**src/rtl/irq_pkg.sv**
```systemverilog
// Shared definitions for the interrupt controller: source count, id width,
// the "no source" id and the request/service state machine encoding.
package irq_pkg;

  localparam int N_SRC = 8;
  localparam int ID_W  = 4;

  // Id reported when no source is requested or in service.
  localparam logic [ID_W-1:0] ID_NONE = 4'hF;

  typedef enum logic [1:0] {
    ST_IDLE = 2'd0,
    ST_REQ  = 2'd1,
    ST_SERV = 2'd2
  } state_e;

endpackage : irq_pkg

```
**src/rtl/irq_ctrl_ms_bit.sv**
```systemverilog
// Most-significant-set-bit encoder: returns the index of the highest set
// input bit, or ID_NONE when the input vector is all zeros.
module ms_bit
  import irq_pkg::*;
#(
  parameter int IN_W  = 8,
  parameter int OUT_W = 4
) (
  input  logic [IN_W-1:0]  vec_i,
  output logic [OUT_W-1:0] idx_o
);

  // Scan upward so the highest set bit is the last one to overwrite idx_o.
  always_comb begin
    idx_o = ID_NONE;
    for (int i = 0; i < IN_W; i++) begin
      if (vec_i[i]) begin
        idx_o = OUT_W'(i);
      end
    end
  end

endmodule : ms_bit

```
**src/rtl/irq_ctrl.sv**
```systemverilog
// Prioritised interrupt controller. Rising edges on src set sticky pending
// bits; the highest unmasked pending source is offered on irq/irq_id and
// held until acknowledged, then tracked as in service until eoi.
// Every output comes straight from a register.
module irq_ctrl
  import irq_pkg::*;
#(
  parameter int N_SRC = 8,
  parameter int ID_W  = 4
) (
  input  logic             clk,
  input  logic             rst_n,
  input  logic [N_SRC-1:0] src,
  input  logic             mask_wr,
  input  logic [N_SRC-1:0] mask_data,
  output logic [N_SRC-1:0] mask,
  output logic [N_SRC-1:0] pending,
  output logic             irq,
  output logic [ID_W-1:0]  irq_id,
  input  logic             ack,
  input  logic             eoi,
  output logic             busy
);

  logic [N_SRC-1:0] src_q;
  logic [N_SRC-1:0] src_d;
  logic [N_SRC-1:0] mask_q;
  logic [N_SRC-1:0] mask_d;
  logic [N_SRC-1:0] pend_q;
  logic [N_SRC-1:0] pend_d;
  logic [N_SRC-1:0] rise;
  logic [N_SRC-1:0] clr;
  logic [N_SRC-1:0] cand;
  logic [ID_W-1:0]  sel_id;

  state_e           state_q;
  logic [ID_W-1:0]  cur_id_q;
  logic             irq_q;
  logic [ID_W-1:0]  irq_id_q;
  logic             busy_q;

  // Edge detect, pending set/clear and mask update; a new edge beats an ack clear.
  always_comb begin
    src_d  = src;
    rise   = src & ~src_q;
    clr    = '0;
    if (state_q == ST_REQ && ack) begin
      clr = N_SRC'(1) << cur_id_q;
    end
    pend_d = (pend_q & ~clr) | rise;
    mask_d = mask_wr ? mask_data : mask_q;
  end

  // Only unmasked pending sources compete; masked ones stay pending.
  assign cand = pend_q & mask_q;

  ms_bit #(
    .IN_W  (N_SRC),
    .OUT_W (ID_W)
  ) u_ms_bit (
    .vec_i (cand),
    .idx_o (sel_id)
  );

  // Source sampling, mask and pending registers; reset drops everything in flight.
  always_ff @(posedge clk or negedge rst_n) begin
    if (!rst_n) begin
      src_q  <= '0;
      mask_q <= '0;
      pend_q <= '0;
    end else begin
      src_q  <= src_d;
      mask_q <= mask_d;
      pend_q <= pend_d;
    end
  end

  // Request/service sequencer with registered outputs; the offered id is
  // frozen in REQ so neither higher-priority arrivals nor mask writes can
  // change or withdraw it before ack.
  always_ff @(posedge clk or negedge rst_n) begin
    if (!rst_n) begin
      state_q  <= ST_IDLE;
      cur_id_q <= ID_NONE;
      irq_q    <= 1'b0;
      irq_id_q <= ID_NONE;
      busy_q   <= 1'b0;
    end else begin
      case (state_q)
        ST_IDLE: begin
          if (|cand) begin
            state_q  <= ST_REQ;
            cur_id_q <= sel_id;
            irq_q    <= 1'b1;
            irq_id_q <= sel_id;
            busy_q   <= 1'b0;
          end
        end
        ST_REQ: begin
          // eoi alongside ack is ignored: only ack matters here.
          if (ack) begin
            state_q  <= ST_SERV;
            irq_q    <= 1'b0;
            irq_id_q <= cur_id_q;
            busy_q   <= 1'b1;
          end
        end
        ST_SERV: begin
          if (eoi) begin
            state_q  <= ST_IDLE;
            cur_id_q <= ID_NONE;
            irq_q    <= 1'b0;
            irq_id_q <= ID_NONE;
            busy_q   <= 1'b0;
          end
        end
        default: begin
          state_q  <= ST_IDLE;
          cur_id_q <= ID_NONE;
          irq_q    <= 1'b0;
          irq_id_q <= ID_NONE;
          busy_q   <= 1'b0;
        end
      endcase
    end
  end

  assign mask    = mask_q;
  assign pending = pend_q;
  assign irq     = irq_q;
  assign irq_id  = irq_id_q;
  assign busy    = busy_q;

endmodule : irq_ctrl

```
**config.mk**
```make
export PLATFORM = sky130hd
export DESIGN_NAME = irq_ctrl
export DESIGN_NICKNAME = d
export VERILOG_FILES = /design/src/rtl/irq_pkg.sv /design/src/rtl/irq_ctrl_ms_bit.sv /design/src/rtl/irq_ctrl.sv
export SDC_FILE = /design/constraint.sdc
export NUM_CORES = 1
export LEC_CHECK = 0
export CAP_MARGIN = 40
export CORE_AREA = 2 2 52 73
export DETAILED_ROUTE_END_ITERATION = 7
export DIE_AREA = 0 0 54 75
export PLACE_DENSITY = 0.75
export RECOVER_POWER = 25
export SKIP_CTS_REPAIR_TIMING = 1
export SKIP_LAST_GASP = 1
export SYNTH_ARGS = -nofsm -noshare
export SYNTH_HDL_FRONTEND = slang
export SYNTH_SLANG_ARGS = --single-unit
```
**constraint.sdc**
```tcl
create_clock -name clk -period 1.6 [get_ports clk]
set_input_delay 0.16 -clock clk [delete_from_list [all_inputs] [get_ports clk]]
set_output_delay 0.16 -clock clk [all_outputs]
set_load 0.02 [all_outputs]
```
==> metrics.yaml, run 1 <==
cts:
  cts_root_buf: "clkbuf_8"
  cts_sinks: 34
  cts_tree: "built"
  clk_pin_slew_worst_paths_ns: 0.07
  cts_buffers: 5
  clockBufferDepth: 2
  clock_latency_ns: 0.29
  htree_levels: 2
timing:
  clock.fmax_ghz: 0.6541
  fin_crit_ns: 1.529
  hold_viol_final: 0
  fin_setup_tns_ns: 0
  setup_viol: 0
  fin_skew_ns: 0.006197
  maxSlewHeadroom: 0.4631
  layout_setup_ws_ns: 0.07123
  rsz0062_at_grt: "no"
  worstMarginPinSlew_ns: 0.8054
  drv_slew: 0
  period_share: 0.9555
worst_setup_path:
  required_ns: 1.44
  path_max_fanout: 4
  start_kind: "register"
  critPathArrivalTime_ns: 1.37
  crit_type: "register to output pin"
  crit_chain: "clkdlybuf4s50_1"
  worst-path-buf-inv: 1
  slowest_stage: "clkdlybuf4s50_1"
  critical_path.top_delay_family: "buffers and inverters"
  cp-end-kind: "output pin"
  cpPeakStageDelay_ns: 0.65
grt:
  grt_pass1_vias: 1168
  grt_max_degree: 35
  grt_usage: 0.1910
  antenna_found_initial: 0
  overflow: 0
  grt_pass1_wl_um: 5333
placement:
  placed_cells: 205
  port_buffers: 42
  place_congestion: 0.9309
  dpl.hpwl_um: 2561
  post-place-ws_ns: 0.06211
yosys:
  seq_area_frac_synth: 0.5791
  synth_cell_types: 39
  synth_enable_flop_cells: 0
  yosys_register_bits: 34
  synth_nets: 144
  avgSynthCellArea_sq_um: 12.08
  ys.flop_type: "dfrtp_1"
  synth_warnings: 0
  synth_fa_ha_area_frac: 0
  synth_cells: 123
  synth_xor_xnor_area_share: 0
  async_flop_share: 1.000
  synth-compound-area-share: 0.1953
  yosys.area_share.simple: 0.1002
  synth_area_sq_mm: 0.001486
  synthMuxAreaShare: 0.07744
  synth_top_family_by_area: "compound AO/OA/AOI/OAI gates"
route:
  drtIter0Drc: 29
  wl_per_cell_um: 15.98
  drtAntennaViolNets: 0
  wirelength_um: 3403
  drc: 0
  num_vias: 1146
  via_per_inst: 5.380
  dr.pass1.iters: 4
floorplan:
  coreArea_sq_mm: 0.003378
  die_area_sq_mm: 0.004050
  die_y_um: 75
  die_w_um: 54
  pin_count: 43
  initial_utilization: 0.4400
  rows: 25
cells_and_area:
  final_common_cell: "clkdlybuf4s50_1"
  area_growth_syn_to_layout_pct: 39.73
  drive_gt1_frac: 0.2197
  diodes: 0
  layout_common_cells: "clkdlybuf4s50_1, dfrtp_1, o21ai_0"
  stdcell_count: 213
  nNetsFinal: 193
power:
  ir_drop_mv: 1.247
  fin_total_pwr_mw: 3.216
  p_leak_nw: 0.9104
  power_density_mw_per_mm2: 1548
hold_path:
  hold_path.class: "register to register"
status:
  status: "completed"
run:
  maxCapViolations: 0
## layout make-up
| class | instances | area [sq um] |
|---|---|---|
| fill | 304 | 1301 |
| sequential | 34 | 863.3 |
| multi-input combinational | 74 | 554.3 |
| timing repair buffer | 45 | 455.4 |
| clock buffer | 5 | 68.82 |
| tap | 40 | 50.05 |
| inverter | 12 | 45.04 |
| clock inverter | 3 | 40.04 |
## final timing paths
path	startpoint	end	slack, ns	cells past startpoint
worst max-delay path	mask[7]	mask[7]	0.07	1
worst min-delay path	src_q[4]	pending[4]	0.41	1
worst max register to register	state_q[1]	irq_id[1]	0.07	4
worst min register to register	src_q[4]	pending[4]	0.41	1
max in group asynchronous	rst_n	state_q[1]	0.56	2
min in group asynchronous	rst_n	mask[5]	0.49	2
## Yosys cell counts, drive strengths merged (3+ instances only)
cell type   n  area, sq um
a21oi       3        26.28
dfrtp      26        650.6
dfstp       8        210.2
inv        12        45.04
mux2        9        105.1
nand2       7        26.28
nand2b      4        25.02
nor2        3        11.26
o21ai      16        91.34
o31ai       3        22.52
o32ai       3        26.28
## sequential cells by signal (all words and copies together) (netlist names)
| register | count |
|---|---|
| mask | 8 |
| pending | 8 |
| src_q | 8 |
| cur_id_q | 4 |
| irq_id | 4 |
| state_q | 2 |
## logic make-up after synthesis
| group | Yosys count |
|---|---|
| flops | 34 |
| compound gates | 39 |
| simple gates | 25 |
| buf+inv | 15 |
| mux | 10 |
## metal layers
metal / track usage / vias to the layer above / routed length (um)
met2: 0.3184 / 37 / 1818
li1: - / 544 / -
met3: 0.06944 / 7 / 220
met1: 0.2155 / 558 / 1284
met5: 0 / - / 0
met4: 0.08611 / 0 / 79
## per-stage QoR
| step | instance area (sq um) | util | hold slack (ns) |
|---|---|---|---|
| after floorplan | 1486 | - | -0.1356 |
| after global placement | 1953 | 0.5781 | 0.4017 |
| after detailed placement | 1953 | 0.5781 | 0.4106 |
| after CTS | 2062 | 0.6104 | 0.2826 |
| after global routing | 2077 | 0.6148 | 0.4354 |
| final | 2077 | 0.6148 | 0.4139 |
## where the power goes
group          total, mW  switching (mW)  leakage (nW)  internal [mW]
Sequential          1.35           0.238         0.365           1.11
Clock              0.762           0.304        0.0579          0.458
Combinational       1.10           0.564         0.487          0.541
Total               3.22            1.11         0.910           2.11
(Power assumes the default switching activity.)
==> inputs of run 2 (changes only) <==
Settings changed: PLACE_DENSITY 0.75 to unset, PLACE_DENSITY_LB_ADDON set to 0.2.
==> run 2 against run 1 <==
Against the previous run:
- die area is the same
- hold slack gained 0.0045 ns
- critical path depth is the same
- cell area grew 0.18%
- largest cell class unchanged
- register-to-register slack gained 0.03 ns
==> metrics.yaml, run 2 (synthesis gave the netlist of run 1 again) <==
timing:
  fin_crit_ns: 1.558  # +0.02876 ns
  period_share: 0.9735  # +0.01798
  worstMarginPinSlew_ns: 0.8291  # +0.02378 ns
  hold_viol_final: 0  # unchanged
  fin_skew_ns: 0.004028  # -0.002168 ns
  clock.fmax_ghz: 0.6420  # -1.8%
  drv_slew: 0  # unchanged
  rsz0062_at_grt: "yes"
  setup_viol: 0  # unchanged
  maxSlewHeadroom: 0.4472  # -0.01585
cts:
  cts_buffers: 5  # unchanged
  clockBufferDepth: 2  # unchanged
  clock_latency_ns: 0.29  # about the same
  cts_sinks: 34  # unchanged
  clk_pin_slew_worst_paths_ns: 0.07  # about the same
  cts_root_buf: "clkbuf_8"
  htree_levels: 2  # unchanged
  cts_tree: "built"
grt:
  antenna_found_initial: 0  # unchanged
  overflow: 0  # unchanged
  grt_pass1_vias: 1166  # -0.17%
  grt_pass1_wl_um: 5540  # +3.9%
  grt_usage: 0.1990  # +0.008050
  grt_max_degree: 35  # unchanged
floorplan:
  rows: 25  # unchanged
  die_y_um: 75  # unchanged
  initial_utilization: 0.4400  # unchanged
  pin_count: 43  # unchanged
  die_w_um: 54  # unchanged
  die_area_sq_mm: 0.004050  # unchanged
  coreArea_sq_mm: 0.003378  # unchanged
worst_setup_path:
  path_max_fanout: 10  # +6
  worst-path-buf-inv: 1  # unchanged
  crit_chain: "clkdlybuf4s50_1"
  r2r-start: "state_q[1]"
  critPathArrivalTime_ns: 1.40  # +0.03 ns
  critical_path.top_delay_family: "buffers and inverters"
  cp-end-kind: "output pin"
  start_kind: "register"
  crit_type: "register to output pin"
  required_ns: 1.44  # about the same
  cpPeakStageDelay_ns: 0.63  # -0.02 ns
  slowest_stage: "clkdlybuf4s50_1"
  critPathLaunch: "state_q[0]"
cells_and_area:
  final_common_cell: "clkdlybuf4s50_1"
  nNetsFinal: 194  # +0.52%
  drive_gt1_frac: 0.2241  # +0.004485
  diodes: 0  # unchanged
  stdcell_count: 214  # +0.47%
  layout_common_cells: "clkdlybuf4s50_1, dfrtp_1, o21ai_0"
  area_growth_syn_to_layout_pct: 39.98
  postLayoutCellArea_sq_mm: 0.002081  # +0.18%
  fillers: 294  # -3.3%
power:
  swShare: 0.3422  # -0.001485
  pwr-share-clk: 0.231  # -0.006
  power_density_mw_per_mm2: 1530  # -1.2%
  pwr-share-seq: 0.425  # +0.005
  p_switching_mw: 1.089  # -1.4%
  combPwrFrac: 0.344  # about the same
  p_leak_nw: 0.8919  # -2.0%
  p_int_mw: 2.094  # -0.78%
  ir_drop_mv: 0.8957  # -28%
  fin_total_pwr_mw: 3.184  # -1.0%
placement:
  dpl.hpwl_um: 2535  # -1.0%
  placed_area_sq_mm: 0.001961  # +0.38%
  port_buffers: 42  # unchanged
  placed_cells: 206  # +0.49%
  place_congestion: 0.8158  # -12%
route:
  via_per_inst: 5.350  # -0.55%
  dr.pass1.iters: 4  # unchanged
  drtAntennaViolNets: 0  # unchanged
  drtIter0Drc: 16  # -45%
  wl_per_cell_um: 15.91  # -0.44%
  num_vias: 1145  # -0.087%
  drc: 0  # unchanged
  wirelength_um: 3404  # about the same
hold_path:
  worstHoldStart: "src_q[1]"
  hold_path.class: "register to register"
status:
  status: "completed"
run:
  maxCapViolations: 0  # unchanged
[run 2: final cells by class]
cell class / count / area [sq um] / share of cell area
clock buffers: 8 / 110.1 / 0.05292
inverters: 12 / 45.04 / 0.02165
multi-input cells: 74 / 554.3 / 0.2664
flip-flops and latches: 34 / 863.3 / 0.4149
well taps: 40 / 50.05 / 0.02405
repair buffers: 46 / 457.9 / 0.2201
[run 2: per-layer routing]
metal / vias up / share of wire / wire (um) / GRT usage
li1: 541 / - / - / -
met1: 569 / 0.38 / 1287 / 0.2202
met2: 29 / 0.56 / 1898 / 0.3469
met3: 6 / 0.047 / 159 / 0.06151
met4: 0 / 0.017 / 59 / 0.08333
met5: - / 0 / 0 / 0
[run 2: metrics by stage]
stage	worst slack (ns)	hold WS, ns	TNS [ns]	util
after floorplan	0.06677	-0.1356	0	-
after global placement	0.08582	0.4041	0	0.5804
after detailed placement	0.06244	0.4122	0	0.5804
after CTS	-0.07276	0.2868	-0.1210	0.6130
after global routing	-0.008268	0.4408	-0.008268	0.6159
final	0.04247	0.4183	0	0.6159
[run 2: path summary, 6_finish.rpt]
check | end | slack [ns] | depth (start not counted)
max reg2reg | irq_id[1] | 0.10 | 4
max in group asynchronous | state_q[1] | 0.55 | 2
max | irq | 0.04 | 1
min in group asynchronous | state_q[0] | 0.49 | 2
min | pending[1] | 0.42 | 1
min reg2reg | pending[1] | 0.42 | 1
[run 2: power by group through the flow]
stage	registers, mW	clock network (mW)	logic, mW
3_3_place_gp	1.36	0	1.10
4_1_cts	1.35	0.750	1.12
2_1_floorplan	1.42	0	0.610
3_5_place_dp	1.36	0	1.12
6_report	1.35	0.736	1.09
5_1_grt	1.39	0.794	1.19
